File: config.mk
export PLATFORM = sky130hd
export DESIGN_NAME = vga_plot_arbiter
export DESIGN_NICKNAME = d
export VERILOG_FILES = /design/src/rtl/vga_plot_arbiter.sv
export SDC_FILE = /design/constraint.sdc
export NUM_CORES = 1
export LEC_CHECK = 0
export ABC_AREA = 0
export BUFFER_PORTS_ARGS = -buffer_cell sky130_fd_sc_hd__buf_2
export CORE_ASPECT_RATIO = 0.75
export CORE_UTILIZATION = 55
export DETAILED_ROUTE_END_ITERATION = 8
export HOLD_SLACK_MARGIN = 0.06
export PLACE_DENSITY = 0.85
export SYNTH_ARGS = -nofsm -noshare
export SYNTH_HDL_FRONTEND = slang
export SYNTH_SLANG_ARGS = --single-unit
File: constraint.sdc
create_clock -name clk -period 4 [get_ports clk]
set_input_delay 0.2 -clock clk [delete_from_list [all_inputs] [get_ports clk]]
set_output_delay 0.2 -clock clk [all_outputs]
set_load 0.02 [all_outputs]
File: src/rtl/vga_plot_arbiter.sv
// Arbitrates processor pixel writes and full-screen clears onto a single registered VGA write port.
// Defining VGA_ARB_ABORT_EN adds a clr_abort input that ends a running clear early.
module vga_plot_arbiter #(
  parameter logic [7:0] XMAX = 8'd159,
  parameter logic [7:0] YMAX = 8'd119
) (
  input  logic       clk,
  input  logic       reset,
  input  logic       cpu_req,
  input  logic [7:0] cpu_x,
  input  logic [7:0] cpu_y,
  input  logic [2:0] cpu_color,
  output logic       cpu_ack,
  input  logic       clr_req,
  input  logic [2:0] clr_color,
`ifdef VGA_ARB_ABORT_EN
  input  logic       clr_abort,
`endif
  output logic       clr_busy,
  output logic       clr_done,
  output logic [7:0] x,
  output logic [7:0] y,
  output logic [2:0] color_draw,
  output logic       plot,
  output logic [1:0] state_dbg
);

  // Handshake: cpu_req is a level held by the processor until it sees the
  // one-cycle cpu_ack pulse; the pixel is written in that same cycle, and the
  // arbiter waits for cpu_req to drop before accepting another request.

  typedef enum logic [1:0] {
    IDLE     = 2'd0,
    CPU_PLOT = 2'd1,
    CPU_WAIT = 2'd2,
    CLEAR    = 2'd3
  } state_t;

  state_t     state, state_d;
  logic [7:0] x_d, y_d;
  logic [2:0] color_d;
  logic       plot_d, ack_d, busy_d, done_d;
  logic       abort;
  logic       sweep_last;

`ifdef VGA_ARB_ABORT_EN
  assign abort = clr_abort;
`else
  assign abort = 1'b0;
`endif

  // x/y double as the sweep counters: during CLEAR they always equal the pixel on the port.
  assign sweep_last = (x == XMAX) && (y == YMAX);
  assign state_dbg  = state;

  always_ff @(posedge clk or negedge reset) begin
    if (!reset) begin
      state      <= IDLE;
      x          <= 8'd0;
      y          <= 8'd0;
      color_draw <= 3'd0;
      plot       <= 1'b0;
      cpu_ack    <= 1'b0;
      clr_busy   <= 1'b0;
      clr_done   <= 1'b0;
    end else begin
      state      <= state_d;
      x          <= x_d;
      y          <= y_d;
      color_draw <= color_d;
      plot       <= plot_d;
      cpu_ack    <= ack_d;
      clr_busy   <= busy_d;
      clr_done   <= done_d;
    end
  end

  always_comb begin
    state_d = state;
    x_d     = x;
    y_d     = y;
    color_d = color_draw;
    plot_d  = 1'b0;
    ack_d   = 1'b0;
    busy_d  = 1'b0;
    done_d  = 1'b0;
    case (state)
      IDLE: begin
        // Clear has priority; a simultaneous cpu_req simply stays pending.
        if (clr_req) begin
          state_d = CLEAR;
          x_d     = 8'd0;
          y_d     = 8'd0;
          color_d = clr_color;
          plot_d  = 1'b1;
          busy_d  = 1'b1;
        end else if (cpu_req) begin
          state_d = CPU_PLOT;
          x_d     = cpu_x;
          y_d     = cpu_y;
          color_d = cpu_color;
          plot_d  = 1'b1;
          ack_d   = 1'b1;
        end
      end
      CPU_PLOT: state_d = CPU_WAIT;
      CPU_WAIT: begin
        if (!cpu_req) state_d = IDLE;
      end
      CLEAR: begin
        if (abort || sweep_last) begin
          state_d = IDLE;
          done_d  = 1'b1;
        end else begin
          plot_d = 1'b1;
          busy_d = 1'b1;
          if (x == XMAX) begin
            x_d = 8'd0;
            y_d = y + 8'd1;
          end else begin
            x_d = x + 8'd1;
          end
        end
      end
      default: state_d = IDLE;
    endcase
  end

endmodule

==> impl_metrics.csv <==
group,metric,value,unit
detailed_routing,detail-route-antenna-nets,0,
place,placed_cells,263,
synthesis,synth_area,1680,um2
timing,rsz0062_at_grt,"no",
cts,cts-root-buf,"clkbuf_8",
place,gp_congestion,0.943,
synthesis,syn_nets,216,
detailed_routing,first_iter_violations,249,
floorplan,die-area,3280,um2
setup_path,end_kind,"flip-flop",
synthesis,synth_top_cell_area_share,0.373,
timing,slew_violations,0,
synthesis,ys.flop_type,"dfrtp_1",
grt,grt_start_max_net_pins,26,
place,hpwl,3370,um
finish,num_antenna_cells,0,
job,drv_cap,0,
cts,worstSkewPairLatency,0.27,ns
grt,gr-total-overflow,0,
floorplan,io_pins,51,
finish,stdcell_count,268,
timing,fmax,392,MHz
setup_path,worstSetupPathType,"flip-flop to flip-flop",
detailed_routing,dr_total_vias,1709,
finish,nets,265,
synthesis,synthCells,184,
floorplan,die_h,49.8,um
status,status,"completed",
cts,cts.htree.levels,1,
grt,grt_pass1_wl,7590,um
detailed_routing,wl,4640,um
cts,ctsResizeCount,0,
setup_path,required,4.16,ns
grt,grt_usage,0.302,
cts,clk_pin_slew,0.08,ns
finish,final_common_cell,"buf_2",
min_path,hp-class,"input pin to flip-flop",
synthesis,ys_warn_count,0,
setup_path,critPathLaunchType,"flip-flop",
synthesis,synth-edff-count,0,
cts,cts_buffers,3,
cts,cts_tree,"built",
timing,fin_crit_sh,0.638,
finish,drive_gt1_frac,0.289,
grt,antenna_found_initial,0,
cts,cts.sinks,25,
floorplan,initial_core_util,0.611,
finish,syn_to_final_growth,19.4,%
synthesis,yosys.area.top_type,"dfrtp_1",
setup_path,crit_fanout,19,
synthesis,yosysUniqueCellTypes,57,
synthesis,ys_seq_area_frac,0.373,
pwr,total_leakage_power,0.957,nW
detailed_routing,via_per_inst,6.38,
floorplan,die_w,65.8,um
detailed_routing,drt_first_pass_iters,4,
finish,fin_area,2000,um2
place,io_buffers,50,
timing,min_period,2.55,ns
synthesis,yosys_register_bits,25,
timing,fin_hold_ws,0.167,ns
floorplan,row_count,16,
timing,finalSetupViolations,0,
synthesis,avgSynthCellArea,9.11,um2
detailed_routing,drc,0,
place,placed_cell_area,1950,um2
detailed_routing,routedWlPerCell,17.3,um
timing,maxSlewHeadroom,0.347,
cts,cts_buffer_depth,2,
timing,tightest_slew,0.970,ns
synthesis,synth.area.top_cells,"dfrtp_1 37%, a21oi_1 4.5%, ha_1 4.5%, nand2_1 3.6%, o21ai_0 3.3%",
setup_path,worst_ep_arrival_time,2.71,ns
timing,tns,0,ns
synthesis,async_flop_share,1.00,
pwr,power_density,743,nW/um2
grt,grt_pass1_vias,1566,
pwr,vdd_ir_drop_max,402,uV
floorplan,core,2740,um2
timing,fin_worst_skew,0.00728,ns
finish,layout_common_cells,"50 x buf_2, 25 x dfrtp_1, 16 x nand2_1, 15 x a21oi_1, 12 x inv_1",
timing,hold_violations,0,
-- synth_stat cells (2+ instances only) --
cell and instances:
clkbuf_1 6, inv_1 12, o22ai_1 6, a221oi_1 2, nand3b_1 6, ha_1 6
nand4_1 3, o21ai_0 11, nand3_1 10, dfrtp_1 25, a211oi_1 2, nor4_1 2
a21o_1 2, a2111oi_0 2, a21oi_1 15, o22a_1 2, a22o_1 2, a2bb2oi_1 3
nor2_1 7, buf_2 2, a211o_1 2, mux2_1 2, nand2_1 16, nor3_1 4
and3_1 2
-- worst paths after layout --
kind                              start            to  slack [ns]  cells past startpoint
min                            cpu_y[2]          y[2]        0.17                      3
min in group asynchronous         reset          y[7]        0.45                      2
max reg2reg                state_dbg[0]          y[3]        1.45                      5
min reg2reg                        x[1]          x[1]        0.58                      1
max in group asynchronous         reset  state_dbg[1]        3.17                      2
max                        state_dbg[0]          y[3]        1.45                      5
-- report_power, final --
part / total (mW) / switching (mW) / leakage, nW / internal [mW]
logic: 0.830 / 0.509 / 0.615 / 0.321
clock network: 0.153 / 0.0813 / 0.0228 / 0.0714
registers: 0.505 / 0.150 / 0.319 / 0.354
-- kinds of logic (layout without fill, tap and decap cells) --
group | Yosys count | count (layout) | synth area share
buffers and inverters | 20 | 68 | 0.0463
multiplexers | 4 | 4 | 0.0261
flip-flops | 25 | 25 | 0.373
adder cells (fa/ha/maj) | 6 | 6 | 0.0448
AND/OR/NAND/NOR | 63 | 63 | 0.225
AO/OA/AOI/OAI | 66 | 66 | 0.284
-- sequential cells by signal (all words and copies together), names as in the netlist --
signal / count
clr_busy: 1
clr_done: 1
color_draw: 3
cpu_ack: 1
plot: 1
state_dbg: 2
x: 8
y: 8
-- cell type report --
| class | instances | area [um2] |
|---|---|---|
| Clock buffer | 4 | 45.0 |
| Fill cell | 226 | 741 |
| Inverter | 12 | 45.0 |
| Multi-Input combinational cell | 139 | 973 |
| Sequential cell | 25 | 626 |
| Tap cell | 36 | 45.0 |
| Timing Repair Buffer | 52 | 268 |
-- layer usage --
layer  global-route usage  vias up  wire, um
met3               0.0718        4       354
li1                     -      806         -
met1                0.460      810      2250
met4               0.0471        0        10
met5                    0        -         0
met2                0.435       89      2020
-- worst max-delay path, cell delays in order (launching register included) --
cell	delay, ns
dfrtp_1	0.44
ha_1	0.65
inv_1	0.30
o21ai_0	0.62
o21ai_0	0.21
o22a_1	0.23
-- through the flow --
| step | utilization | setup slack [ns] | total power, mW |
|---|---|---|---|
| floorplan | - | 1.95 | 1.06 |
| global placement | 0.710 | 1.66 | 1.28 |
| detailed placement | 0.710 | 1.53 | 1.32 |
| CTS | 0.730 | 1.53 | 1.47 |
| global route | 0.730 | 1.23 | 1.59 |
| finish | 0.730 | 1.45 | 1.49 |
-- repair_timing --
item,CTS,global route
buffers inserted,0,0
hold endpoints to repair,25,0
setup endpoints to repair,0,0
hold buffers,1,0
No activity file was read; power rests on OpenSTA's default activity.
